`src/rtl/spi_poll_scheduler.sv`:
```
// spi_poll_scheduler
//   Mode-0 SPI master that periodically reads a fixed-length frame from the
//   joystick/sensor slave and hands each completed frame to the servo logic
//   in one atomic update.
//
// Ports
//   clk, rst     system clock; synchronous active-high reset
//   enable       runs the poll timer; low clears and holds it
//   poll_now     single-cycle request for an immediate frame
//   cmd_in       command byte, latched at trigger and sent as byte 0
//   miso         serial data from the slave
//   ss_n, sclk,  SPI master outputs (slave select, clock idle low, data)
//   mosi
//   frame        last complete frame, byte 0 in the top byte, MSB first
//   frame_valid  one-cycle strobe in the cycle frame updates
//   busy         high whenever a transaction is in progress
//   overrun      one-cycle strobe when a trigger was dropped because busy
module spi_poll_scheduler #(
  parameter int BYTES       = 5,
  parameter int CLK_DIV     = 50,
  parameter int SS_SETUP    = 1500,
  parameter int BYTE_GAP    = 1000,
  parameter int POLL_PERIOD = 1_000_000
) (
  input  logic               clk,
  input  logic               rst,
  input  logic               enable,
  input  logic               poll_now,
  input  logic [7:0]         cmd_in,
  input  logic               miso,
  output logic               ss_n,
  output logic               sclk,
  output logic               mosi,
  output logic [8*BYTES-1:0] frame,
  output logic               frame_valid,
  output logic               busy,
  output logic               overrun
);

  localparam int FW = 8 * BYTES;
  localparam int TW = (POLL_PERIOD > 2) ? $clog2(POLL_PERIOD) : 1;
  localparam int BW = (BYTES > 1) ? $clog2(BYTES) : 1;

  localparam logic [TW-1:0] TICK_AT    = TW'(POLL_PERIOD - 1);
  localparam logic [31:0]   SETUP_LAST = 32'(SS_SETUP - 1);
  localparam logic [31:0]   HALF_LAST  = 32'(CLK_DIV - 1);
  localparam logic [31:0]   GAP_LAST   = 32'(BYTE_GAP - 1);
  localparam logic [BW-1:0] LAST_BYTE  = BW'(BYTES - 1);

  typedef enum logic [2:0] {
    IDLE,
    SETUP,
    SHIFT,
    GAP,
    TAIL,
    DONE
  } state_t;

  state_t        state;
  logic [TW-1:0] timer;
  logic [31:0]   cnt;
  logic [2:0]    bit_cnt;
  logic [BW-1:0] byte_cnt;
  logic [7:0]    cmd;
  logic [FW-1:0] shift_reg;
  logic          tick;
  logic          trigger;

  assign tick    = enable && (timer == TICK_AT);
  assign trigger = tick || poll_now;
  assign busy    = (state != IDLE);

  // Free-running poll timer; it keeps counting while a frame is on the wire
  // so the poll cadence does not drift with frame length.
  always_ff @(posedge clk) begin
    if (rst || !enable) begin
      timer <= '0;
    end else if (timer == TICK_AT) begin
      timer <= '0;
    end else begin
      timer <= timer + 1'b1;
    end
  end

  // Transaction FSM. All SPI pins and frame outputs are registered here.
  // cnt times every phase; in SHIFT it times one sclk half-period and the
  // registered sclk tells which half we are in. miso is captured on the
  // edge that raises sclk, mosi moves on the edge that lowers it.
  always_ff @(posedge clk) begin
    if (rst) begin
      state       <= IDLE;
      ss_n        <= 1'b1;
      sclk        <= 1'b0;
      mosi        <= 1'b0;
      frame       <= '0;
      frame_valid <= 1'b0;
      overrun     <= 1'b0;
      cnt         <= '0;
      bit_cnt     <= 3'd7;
      byte_cnt    <= '0;
      cmd         <= '0;
      shift_reg   <= '0;
    end else begin
      frame_valid <= 1'b0;
      overrun     <= trigger && (state != IDLE);
      case (state)
        IDLE: begin
          if (trigger) begin
            state    <= SETUP;
            cmd      <= cmd_in;
            ss_n     <= 1'b0;
            sclk     <= 1'b0;
            mosi     <= cmd_in[7];
            cnt      <= '0;
            bit_cnt  <= 3'd7;
            byte_cnt <= '0;
          end
        end
        SETUP: begin
          if (cnt == SETUP_LAST) begin
            cnt   <= '0;
            state <= SHIFT;
          end else begin
            cnt <= cnt + 1'b1;
          end
        end
        SHIFT: begin
          if (cnt == HALF_LAST) begin
            cnt <= '0;
            if (!sclk) begin
              sclk      <= 1'b1;
              shift_reg <= {shift_reg[FW-2:0], miso};
            end else begin
              sclk <= 1'b0;
              if (bit_cnt == 3'd0) begin
                // Only byte 0 carries the command; later bytes send zeros.
                mosi    <= 1'b0;
                bit_cnt <= 3'd7;
                if (byte_cnt == LAST_BYTE) begin
                  state <= TAIL;
                end else begin
                  byte_cnt <= byte_cnt + 1'b1;
                  state    <= GAP;
                end
              end else begin
                bit_cnt <= bit_cnt - 3'd1;
                mosi    <= (byte_cnt == '0) ? cmd[3'(bit_cnt - 3'd1)] : 1'b0;
              end
            end
          end else begin
            cnt <= cnt + 1'b1;
          end
        end
        GAP: begin
          if (cnt == GAP_LAST) begin
            cnt   <= '0;
            state <= SHIFT;
          end else begin
            cnt <= cnt + 1'b1;
          end
        end
        TAIL: begin
          if (cnt == HALF_LAST) begin
            cnt         <= '0;
            state       <= DONE;
            ss_n        <= 1'b1;
            mosi        <= 1'b0;
            frame       <= shift_reg;
            frame_valid <= 1'b1;
          end else begin
            cnt <= cnt + 1'b1;
          end
        end
        DONE: begin
          state <= IDLE;
        end
        default: begin
          state <= IDLE;
          ss_n  <= 1'b1;
          sclk  <= 1'b0;
          mosi  <= 1'b0;
        end
      endcase
    end
  end

endmodule

```
`config.mk`:
```
export PLATFORM = sky130hd
export DESIGN_NAME = spi_poll_scheduler
export DESIGN_NICKNAME = d
export VERILOG_FILES = /design/src/rtl/spi_poll_scheduler.sv
export SDC_FILE = /design/constraint.sdc
export NUM_CORES = 1
export LEC_CHECK = 0
export CAP_MARGIN = 30
export CORE_MARGIN = 2
export CORE_UTILIZATION = 55
export CTS_BUF_LIST = sky130_fd_sc_hd__clkbuf_4
export DETAILED_ROUTE_END_ITERATION = 7
export PLACE_DENSITY = 0.78
export SLEW_MARGIN = 20
export SYNTH_ARGS = -nofsm -noshare
export SYNTH_HDL_FRONTEND = slang
export SYNTH_SLANG_ARGS = --single-unit
export TNS_END_PERCENT = 1
```
`constraint.sdc`:
```
create_clock -name clk -period 5.12 [get_ports clk]
set_input_delay 1.024 -clock clk [delete_from_list [all_inputs] [get_ports clk]]
set_output_delay 1.024 -clock clk [all_outputs]
set_load 0.05 [all_outputs]
```
After elaboration in Yosys (flattened, before gate mapping) --
Cells that the tools add are included.
Storage, ports and cells: register bits after elaboration 154, bits in latches 0, bits in writable memories 0, ROM bits 0, output and inout port bits 46, logic and storage cells 109, memories kept 0
Operators by class: $add $sub $neg 4, multipliers 0, div/mod/pow operators 0, order comparisons 1, eq/ne operators 18, shift operators 0, mux-type cells 41, bitwise operators 5, reduce and logical (&&, ||, !) cells 27
Operators with widths (number):
- $mux 32 | 4
- $pmux 32 s4 | 1
- $mux 3 | 17
- $add 32x1->32 const B | 1
- $eq 32x10->1 const B | 1
- $eq 32x11->1 const B | 1
- $eq 32x6->1 const B | 1
- $add 20x1->20 const B | 1
- $eq 20x20->1 const B | 1
- $ne 2x2->1 const B | 8
- $pmux 3 s5 | 1
- $mux 1 | 12
- $pmux 3 s2 | 2
- $eq 3x3->1 const B | 3
- $logic_not 3->1 | 3
- $reduce_and 3->1 | 3
- $reduce_or 4->1 | 2
- $reduce_and 7->1 | 1
- $eq 3x2->1 const B | 2
- $pmux 1 s3 | 2
- $reduce_and 2->1 | 3
- $reduce_and 6->1 | 1
- $reduce_or 2->1 | 3
- $not 1->1 | 5
- 15 further kinds | 17

Logic depth before layout (Yosys ltp) --
depth after elaboration 8, mapped depth 10, depth with buffers taken out 9

Least setup slack after synthesis --
OpenSTA, ideal clock, no wires.
kind flip-flop to flip-flop, start register cnt[0], end register bit_cnt[1], library setup time 0.128 ns, arrival 2.781 ns, required time 4.992 ns, slack 2.211 ns, stages on the path, launching flop included 10, buffers on the path 1, clock period less this slack 2.909 ns, path through dfxtp_1 > ha_1 > or4b_2 > or4_1 > or3_1 > clkbuf_1 > or3_1 > nor2b_1 > a22o_1 > nand2_1
On the way: longest elaborated chain between the ends 3
RTL lines:
- start: declaration | RTL line 61 | logic [31:0] cnt;
- start signal: assignment | RTL line 124 | cnt <= cnt + 1'b1;
- start signal: assignment | RTL line 151 | cnt <= cnt + 1'b1;
- start signal: assignment | RTL line 159 | cnt <= cnt + 1'b1;
- $eq 32x6->1 | RTL line 128 | if (cnt == HALF_LAST) begin
- $ne 2x2->1 (no line)
- $reduce_and 4->1 (no line)
- end signal: assignment | RTL line 146 | bit_cnt <= bit_cnt - 3'd1;
- end: declaration | RTL line 62 | logic [2:0] bit_cnt;
Every way passes these cells. A chain may end at the register's enable or synchronous reset.

Final worst setup path --
start register state[1], end output port busy
On the way: longest elaborated chain between the ends 1
RTL lines:
- start: declaration | RTL line 59 | state_t state;
- start signal: assignment | RTL line 91 | state <= IDLE;
- start signal: assignment | RTL line 109 | state <= SETUP;
- start signal: assignment | RTL line 122 | state <= SHIFT;
- $reduce_bool 3->1 | RTL line 71 | assign busy = (state != IDLE);
- end: declaration | RTL line 36 | output logic busy,
Every way passes these cells.

==> key figures <==
Finish
  • Commonest cells after routing, fill and taps aside: 225 x nand2_1, 154 x dfxtp_1, 102 x a21oi_1, 57 x clkdlybuf4s50_1, 48 x nor2_1
  • Layout Nets: 894
  • Commonest non-fill, non-tap cell in the layout: nand2_1
  • Area Growth Syn to Fin: 13.5%
  • Share of layout cells above drive strength 1: 5.86%
  • Post-Layout Cell Count: 1034
  • Ant diodes: 0
  • Filler cell count: 1022
  • Final core occ: 63.4%

Critical path
  • Crit path largest cell delay: 0.87 ns
  • CP max stage cell: clkdlybuf4s50_1
  • Kind of critical path: reg -> out
  • CP bufs+invs: 2
  • Largest delay share family, worst path: buffers and inverters
  • Reg2Reg Setup Slack: 1.99 ns
  • Worst Path Required: 4.10 ns
  • Crit-path cells: nor3_1, inv_1, clkdlybuf4s50_1
  • Crit end category: output pin
  • Reg2Reg Depth: 8
  • R2R Path End: bit_cnt[1]
  • Worst r2r src: cnt[0]
  • Worst Setup Start Kind: flip-flop
  • Worst-path fanout max: 20
  • Arrival @ worst endpoint: 2.59 ns

Floorplanning
  • Die height: 114 um
  • Die area: 0.0129 mm^2
  • Row cnt: 40
  • Core Region: 0.0119 mm^2
  • IO Pins: 59
  • Die width: 114 um
  • Initial Util: 55.8%

CTS
  • CTS tree: yes
  • Maximum root-to-sink buffer count: 2
  • Clock Pin Slew Worst Setup and Hold Paths: 0.13 ns
  • Total setup buffers inserted after CTS: 0
  • Hold buffer count at CTS: 0
  • H-tree levels: 4
  • CTS buffer count: 17
  • Root buf cell: clkbuf_4
  • Skew-Pair Late Insertion Delay: 0.55 ns
  • CTS sink count: 154
  • Cts repair resizes: 0

Power
  • Max VDD drop: 314 uV
  • Leakage: 2.54 nW
  • Cell area power density: 311 mW/mm^2

Timing
  • Clock skew: 0.0213 ns
  • Slew Limit Fails: 0
  • Slew HR: 52.1%
  • RSZ-0062 raised after global routing: no
  • Tmin final: 3.61 ns
  • Period utilization: 70.5%
  • TNS Setup: 0 ns
  • Fmax: 0.277 GHz
  • Final setup margin: 1.51 ns
  • Setup Viol. Count Final: 0
  • Measured slew at the worst slew-check pin: 0.713 ns
  • Final hold violation count: 0

Synthesis
  • Post-synth EDFFs: 0
  • Yosys cell types: 56
  • Mapped Cells: 837
  • Synth Cell Area: 0.00662 mm^2
  • Syn. warnings: 0
  • Sequential-to-total area share from yosys stat: 46.6%
  • Post-synthesis net count: 857
  • Fraction of registers with async set/reset: 0%
  • Syn_area_per_cell: 7.91 um^2
  • Yosys reg bits: 154
  • Ys flop type: dfxtp_1

Min path
  • Hold Path Depth: 1
  • HP Start: timer[0]
  • Hold crit path type: reg -> reg
  • Hold path endpoint: timer[0]

Global routing
  • Initial antenna violation count: 0
  • GR Util met2: 36.4%
  • M1 GR Usage: 28.5%
  • Busiest grt layer: met2
  • Global-route wire length before repair: 23700 um
  • Number of global-route vias before repair: 5453
  • Gr ovfl total: 0
  • Routing usage on met3: 5.26%
  • Largest net degree at the start of global routing: 103
  • GRT Util Overall: 22.3%

Place
  • Input/output buffers: 58
  • Placed wire-length estimate: 9260 um
  • Placed Cells: 1001
  • DP Worst Slack: 1.91 ns
  • GP Congestion: 0.917

Routing
  • Final WL: 14000 um
  • ANT nets after route: 0
  • Post-route DRC: 0
  • Total vias in the final route: 5865
  • Drt first pass iters: 5
  • Routed WL per cell: 13.5 um
  • Drt via density: 5.67
  • 1st-iter DRT viols: 388

Run
  • Maxcap violations: 0

Run status
  • Status: complete, no violations
-- routing by layer --
| metal | vias up | wire [um] | share of wire [%] |
|---|---|---|---|
| li1 | 2962 | - | - |
| met1 | 2702 | 6390 | 46 |
| met2 | 176 | 6540 | 47 |
| met3 | 25 | 770 | 5.5 |
| met4 | 0 | 263 | 1.9 |
| met5 | - | 0 | 0 |
-- worst max path at each step --
stage          startpoint          to  slack (ns)  depth (start not counted)
2_1_floorplan      cnt[0]  bit_cnt[1]        2.21                          9
5_1_grt          state[1]        busy        1.34                          3
3_5_place_dp       enable    state[0]        1.91                          7
4_1_cts          state[1]        busy        1.51                          3
6_report         state[1]        busy        1.51                          3
3_3_place_gp       enable    state[2]        1.98                          7
-- cells by family (layout without fill, tap and decap cells) --
| logic type | after synthesis | count (layout) | share of synthesized area, % |
|---|---|---|---|
| xor+xnor | 25 | 25 | 3.31 |
| buf+inv | 63 | 113 | 4.08 |
| compound gates | 188 | 188 | 16.9 |
| fa+ha+maj | 7 | 7 | 1.32 |
| mux | 7 | 7 | 1.13 |
| flops | 154 | 154 | 46.6 |
| simple gates | 393 | 393 | 26.8 |
-- power breakdown --
group	internal (mW)	switching [mW]
clock	0.210	0.471
combinational	0.134	0.249
sequential	1.23	0.0433
total	1.57	0.763
-- cell type report --
| class | instances | area (um^2) | share of cell area [%] |
|---|---|---|---|
| inverters | 15 | 56.3 | 0.749 |
| multi-input cells | 620 | 3280 | 43.6 |
| clock buffers | 17 | 128 | 1.70 |
| well taps | 147 | 184 | 2.45 |
| flip-flops and latches | 154 | 3080 | 41.0 |
| clock inverters | 15 | 129 | 1.71 |
| repair buffers | 66 | 658 | 8.75 |
-- synthesized netlist by cell type, drive strengths merged, types with 2 or more instances --
cell	number	area share [%]
nand4	8	0.76
a31oi	15	1.4
nor2	48	2.7
or3	4	0.38
nor4	8	0.76
a21oi	103	7.8
o21a	5	0.57
a21o	5	0.57
nand2	225	13
or4b	3	0.45
o211ai	6	0.68
or4	7	0.79
a22o	12	1.6
nor4b	3	0.40
o21ai	25	1.9
nor3	22	1.8
dfxtp	154	47
buf	12	1.1
o31a	2	0.26
nand3	25	1.9
xnor2	17	2.2
a221o	3	0.45
and3	16	1.5
and2	6	0.57
clkbuf	35	2.0
inv	15	0.85
nor2b	4	0.38
nand3b	2	0.23
ha	7	1.3
mux2	4	0.68
xor2	8	1.1
nand2b	7	0.66
mux2i	3	0.45
-- per-stage QoR --
step | hold slack, ns | cell area [um^2] | total power, mW
2_1_floorplan | 0.413 | 6620 | 1.58
3_3_place_gp | 0.422 | 7230 | 1.66
3_5_place_dp | 0.434 | 7230 | 1.67
4_1_cts | 0.455 | 7490 | 2.35
5_1_grt | 0.480 | 7520 | 2.45
6_report | 0.453 | 7520 | 2.33
Power figures use the tool's default switching activity.
==> RTL edit 1: new RTL, config.mk and constraints unchanged <==
Add an input register stage for `cmd_in`, cleared by the reset; this delays it by one clock. The other inputs are not delayed to match.
--- a/src/rtl/spi_poll_scheduler.sv
+++ b/src/rtl/spi_poll_scheduler.sv
@@ -57,4 +57,14 @@
   } state_t;
 
+  logic [7:0] cmd_q;
+
+  always_ff @(posedge clk) begin
+    if (rst) begin
+      cmd_q <= '0;
+    end else begin
+      cmd_q <= cmd_in;
+    end
+  end
+
   state_t        state;
   logic [TW-1:0] timer;
@@ -108,8 +118,8 @@
           if (trigger) begin
             state    <= SETUP;
-            cmd      <= cmd_in;
+            cmd      <= cmd_q;
             ss_n     <= 1'b0;
             sclk     <= 1'b0;
-            mosi     <= cmd_in[7];
+            mosi     <= cmd_q[7];
             cnt      <= '0;
             bit_cnt  <= 3'd7;
Function: changed (a bounded check fails within 4 cycles, from zero or initial values and one cycle with rst high).
==> RTL edit 1 against the original RTL <==
- worst setup slack lost 0.13 ns
- cell area increased by 3.7%
- sequential power increased by 4%
- core utilization increased by 1.3 points
- combinational power decreased by 21%
- sequential cell count rose by 8
- largest power group unchanged
- critical path type unchanged
- synthesized area grew 3.3%
- total power grew 1.9%
- non-clock buffer count rose by 1
- routed wire length grew 7.0%
- largest cell class unchanged
- critical path depth did not move
- clock power grew 12%
==> RTL edit 1: results <==
{
  "min_from": "shift_reg[36]$_SDFFE_PP0P_",
  "hold_path_end": "frame[36]$_SDFFE_PP0P_",
  "fin_nets": 895,
  "placed_cells": 1024,
  "grt_max_degree": 94,
  "instances_no_fill": 1056,
  "status": "complete, no violations",
  "gp_congestion": 0.854,
  "whs_path_depth": 2,
  "synth_compound_area_share_pct": 16.4,
  "finalClockSkew_ns": 0.0210,
  "startpoint": "state[2]$_SDFFE_PP0P_",
  "clk_latency_ns": 0.58,
  "yosys.area_share.xor_xnor_pct": 3.20,
  "synth_adder_area_share_pct": 1.28,
  "synth_common_cells": "nand2_1, dfxtp_1, a21oi_1",
  "leakage_nw": 2.45,
  "regToRegStartpoint": "timer[11]$_SDFF_PP0_",
  "yosys-top-cells-area": "dfxtp_1, nand2_1, a21oi_1",
  "drt_iter0_markers": 631,
  "hold-worst-slack_ns": 0.454,
  "cp_slowest_stage_delay_ns": 0.92,
  "vias": 5996,
  "dpl-instance-area_mm2": 0.00751,
  "grt_pass1_vias": 5511,
  "cp_max_fo": 18,
  "p_comb_share_pct": 12.7,
  "synth.avg_cell_area_um2": 8.17,
  "synthMuxAreaShare_pct": 1.10,
  "antenna_cells": 0,
  "seq_power_mw": 1.32,
  "r2r_cells": 6,
  "syn-num-nets": 858,
  "drt_pass1_iterations": 6,
  "tightest_slew_ns": 0.931,
  "pwr-share-seq_pct": 55.4,
  "grtUsageTotal_pct": 23.4,
  "r2r-end": "cnt[23]$_SDFFE_PP0P_",
  "p_sw_share_pct": 29.7,
  "place_ws_ns": 1.78,
  "synth_cell_types": 61,
  "final.min_clock_period_ns": 3.74
}
RTL edit 1: changes by cell type after synthesis, moves of 6 or more:
cell and delta:
a31oi_1 -10, or3_1 +13, nand2_1 -22, nor2b_1 +10
nand4_1 +7, a21oi_1 +13, dfxtp_1 +8, nand2b_1 -6
nand3_1 +7, a22o_1 -12, and3_1 -8, nor3_1 -8
RTL edit 1: worst min-delay path, stage by stage (launching register included):
cell and delay (ns):
dfxtp_1 0.34, nand2_1 0.06, a21oi_1 0.05
RTL edit 1: layer usage:
metal	vias up	wire length [um]	GRT usage, %
met2	176	7150	38.2
met5	-	0	0
met1	2795	6620	29.8
met4	0	371	9.64
met3	38	794	5.75
li1	2987	-	-
RTL edit 1: layout make-up:
class                           count  area, um^2
Fill cell                        1048        4260
Multi-Input combinational cell    610        3350
Timing Repair Buffer               67         646
Inverter                           17        63.8
Clock inverter                     15         159
Tap cell                          168         210
Clock buffer                       17         128
Sequential cell                   162        3240
==> RTL edit 2: new RTL, same settings <==
Made on the original files. Change the parameter `POLL_PERIOD` from 1_000_000 to 4_000_000.
--- a/src/rtl/spi_poll_scheduler.sv
+++ b/src/rtl/spi_poll_scheduler.sv
@@ -21,5 +21,5 @@
   parameter int SS_SETUP    = 1500,
   parameter int BYTE_GAP    = 1000,
-  parameter int POLL_PERIOD = 1_000_000
+  parameter int POLL_PERIOD = 4_000_000
 ) (
   input  logic               clk,
Function: no difference found for any inputs over 4 cycles, from zero or initial values and one cycle with rst high; that may be too few to reach the edited logic, so the function may still have changed.
==> RTL edit 2 against the original RTL <==
- count of clock-buffer cells in the layout did not move
- total power rose by 7.2%
- worst setup slack improved by 0.32 ns
- critical path depth did not move
- synthesized area fell by 2.3%
- sequential cell count rose by 2
- cell area fell by 1.3%
- routed wire length fell by 4.7%
- core utilization rose by 1.3 points
- synthesized cell count fell by 6.2%
- largest power group unchanged
==> RTL edit 2: results <==
{
  "max_slew_margin_pct": 36.7,
  "finalClockSkew_ns": 0.0206,
  "grt_max_degree": 70,
  "fin_nets": 846,
  "grt_pass1_vias": 5063,
  "switchingPower_uw": 757,
  "place_ws_ns": 1.76,
  "met2_length_um": 6660,
  "gp_congestion": 0.774,
  "grtUsageTotal_pct": 21.7,
  "ys_seq_area_share_pct": 48.3,
  "dpl-instance-area_mm2": 0.00711,
  "final.min_clock_period_ns": 3.29,
  "pwr-share-seq_pct": 51.9,
  "dp_hpwl_um": 9150,
  "r2r_slack_ns": 2.42,
  "cp.arrival_ns": 2.26,
  "leakage_nw": 2.51,
  "grt_pass1_wl_um": 22800,
  "routed_wl_um": 13300,
  "pg_comb_uw": 431,
  "placed_cells": 949,
  "irDropWorstVdd_mv": 0.221,
  "wl_met1_um": 5960,
  "drive_above_1_share_pct": 6.79,
  "synth_common_cells": "nand2_1, dfxtp_1, a21oi_1",
  "power_mw": 2.50,
  "yosys-top-cells-area": "dfxtp_1, nand2_1, a21oi_1",
  "r2r_cells": 8,
  "cp_max_fo": 16,
  "synth_cell_types": 51,
  "status": "complete, no violations",
  "wl_per_cell_um": 13.5
}
==> RTL edit 2: changes by cell type after synthesis, moves of 9 or more <==
cell | unedited run | this run
a22o_1 | 12 | 0
nor3_1 | 20 | 7
nand2_1 | 225 | 188
o21ai_0 | 25 | 7
mux2i_1 | 3 | 12
a31oi_1 | 15 | 2
xor2_1 | 8 | 32
a21oi_1 | 103 | 89
nor2_1 | 48 | 87
==> RTL edit 2: worst min path at each step <==
| stage | start | to | slack, ns | cells after the start |
|---|---|---|---|---|
| floorplan | timer[0]$_SDFF_PP0_ | timer[0]$_SDFF_PP0_ | 0.42 | 1 |
| global placement | timer[0]$_SDFF_PP0_ | timer[0]$_SDFF_PP0_ | 0.43 | 1 |
| detailed placement | frame[29]$_SDFFE_PP0P_ | frame[29]$_SDFFE_PP0P_ | 0.45 | 2 |
| CTS | frame[8]$_SDFFE_PP0P_ | frame[8]$_SDFFE_PP0P_ | 0.46 | 2 |
| global route | frame[1]$_SDFFE_PP0P_ | frame[1]$_SDFFE_PP0P_ | 0.48 | 2 |
| finish | timer[0]$_SDFF_PP0_ | timer[0]$_SDFF_PP0_ | 0.46 | 1 |
==> RTL edit 2: cell families after synthesis <==
logic type	synth area share [%]
adders and majority gates	1.35
buffers and inverters	3.56
AOI/OAI and AO/OA	10.5
xor gates and xnor gates	6.63
muxes	2.55
and+or+nand+nor	27.1
DFF	48.3
==> RTL edit 2: metal layers <==
layer	vias to the layer above	global-route usage, %
li1	2698	-
met1	2540	27.2
met2	117	37.1
met3	13	6.48
met4	0	5.12
met5	-	0
==> RTL edit 2: final cells by class <==
class                   count  area (um^2)
fillers                  1009         4050
clock inverters            15          173
repair buffers             65          634
inverters                  15         56.3
well taps                 143          179
flip-flops and latches    156         3120
clock buffers              17          128
multi-input cells         571         3120
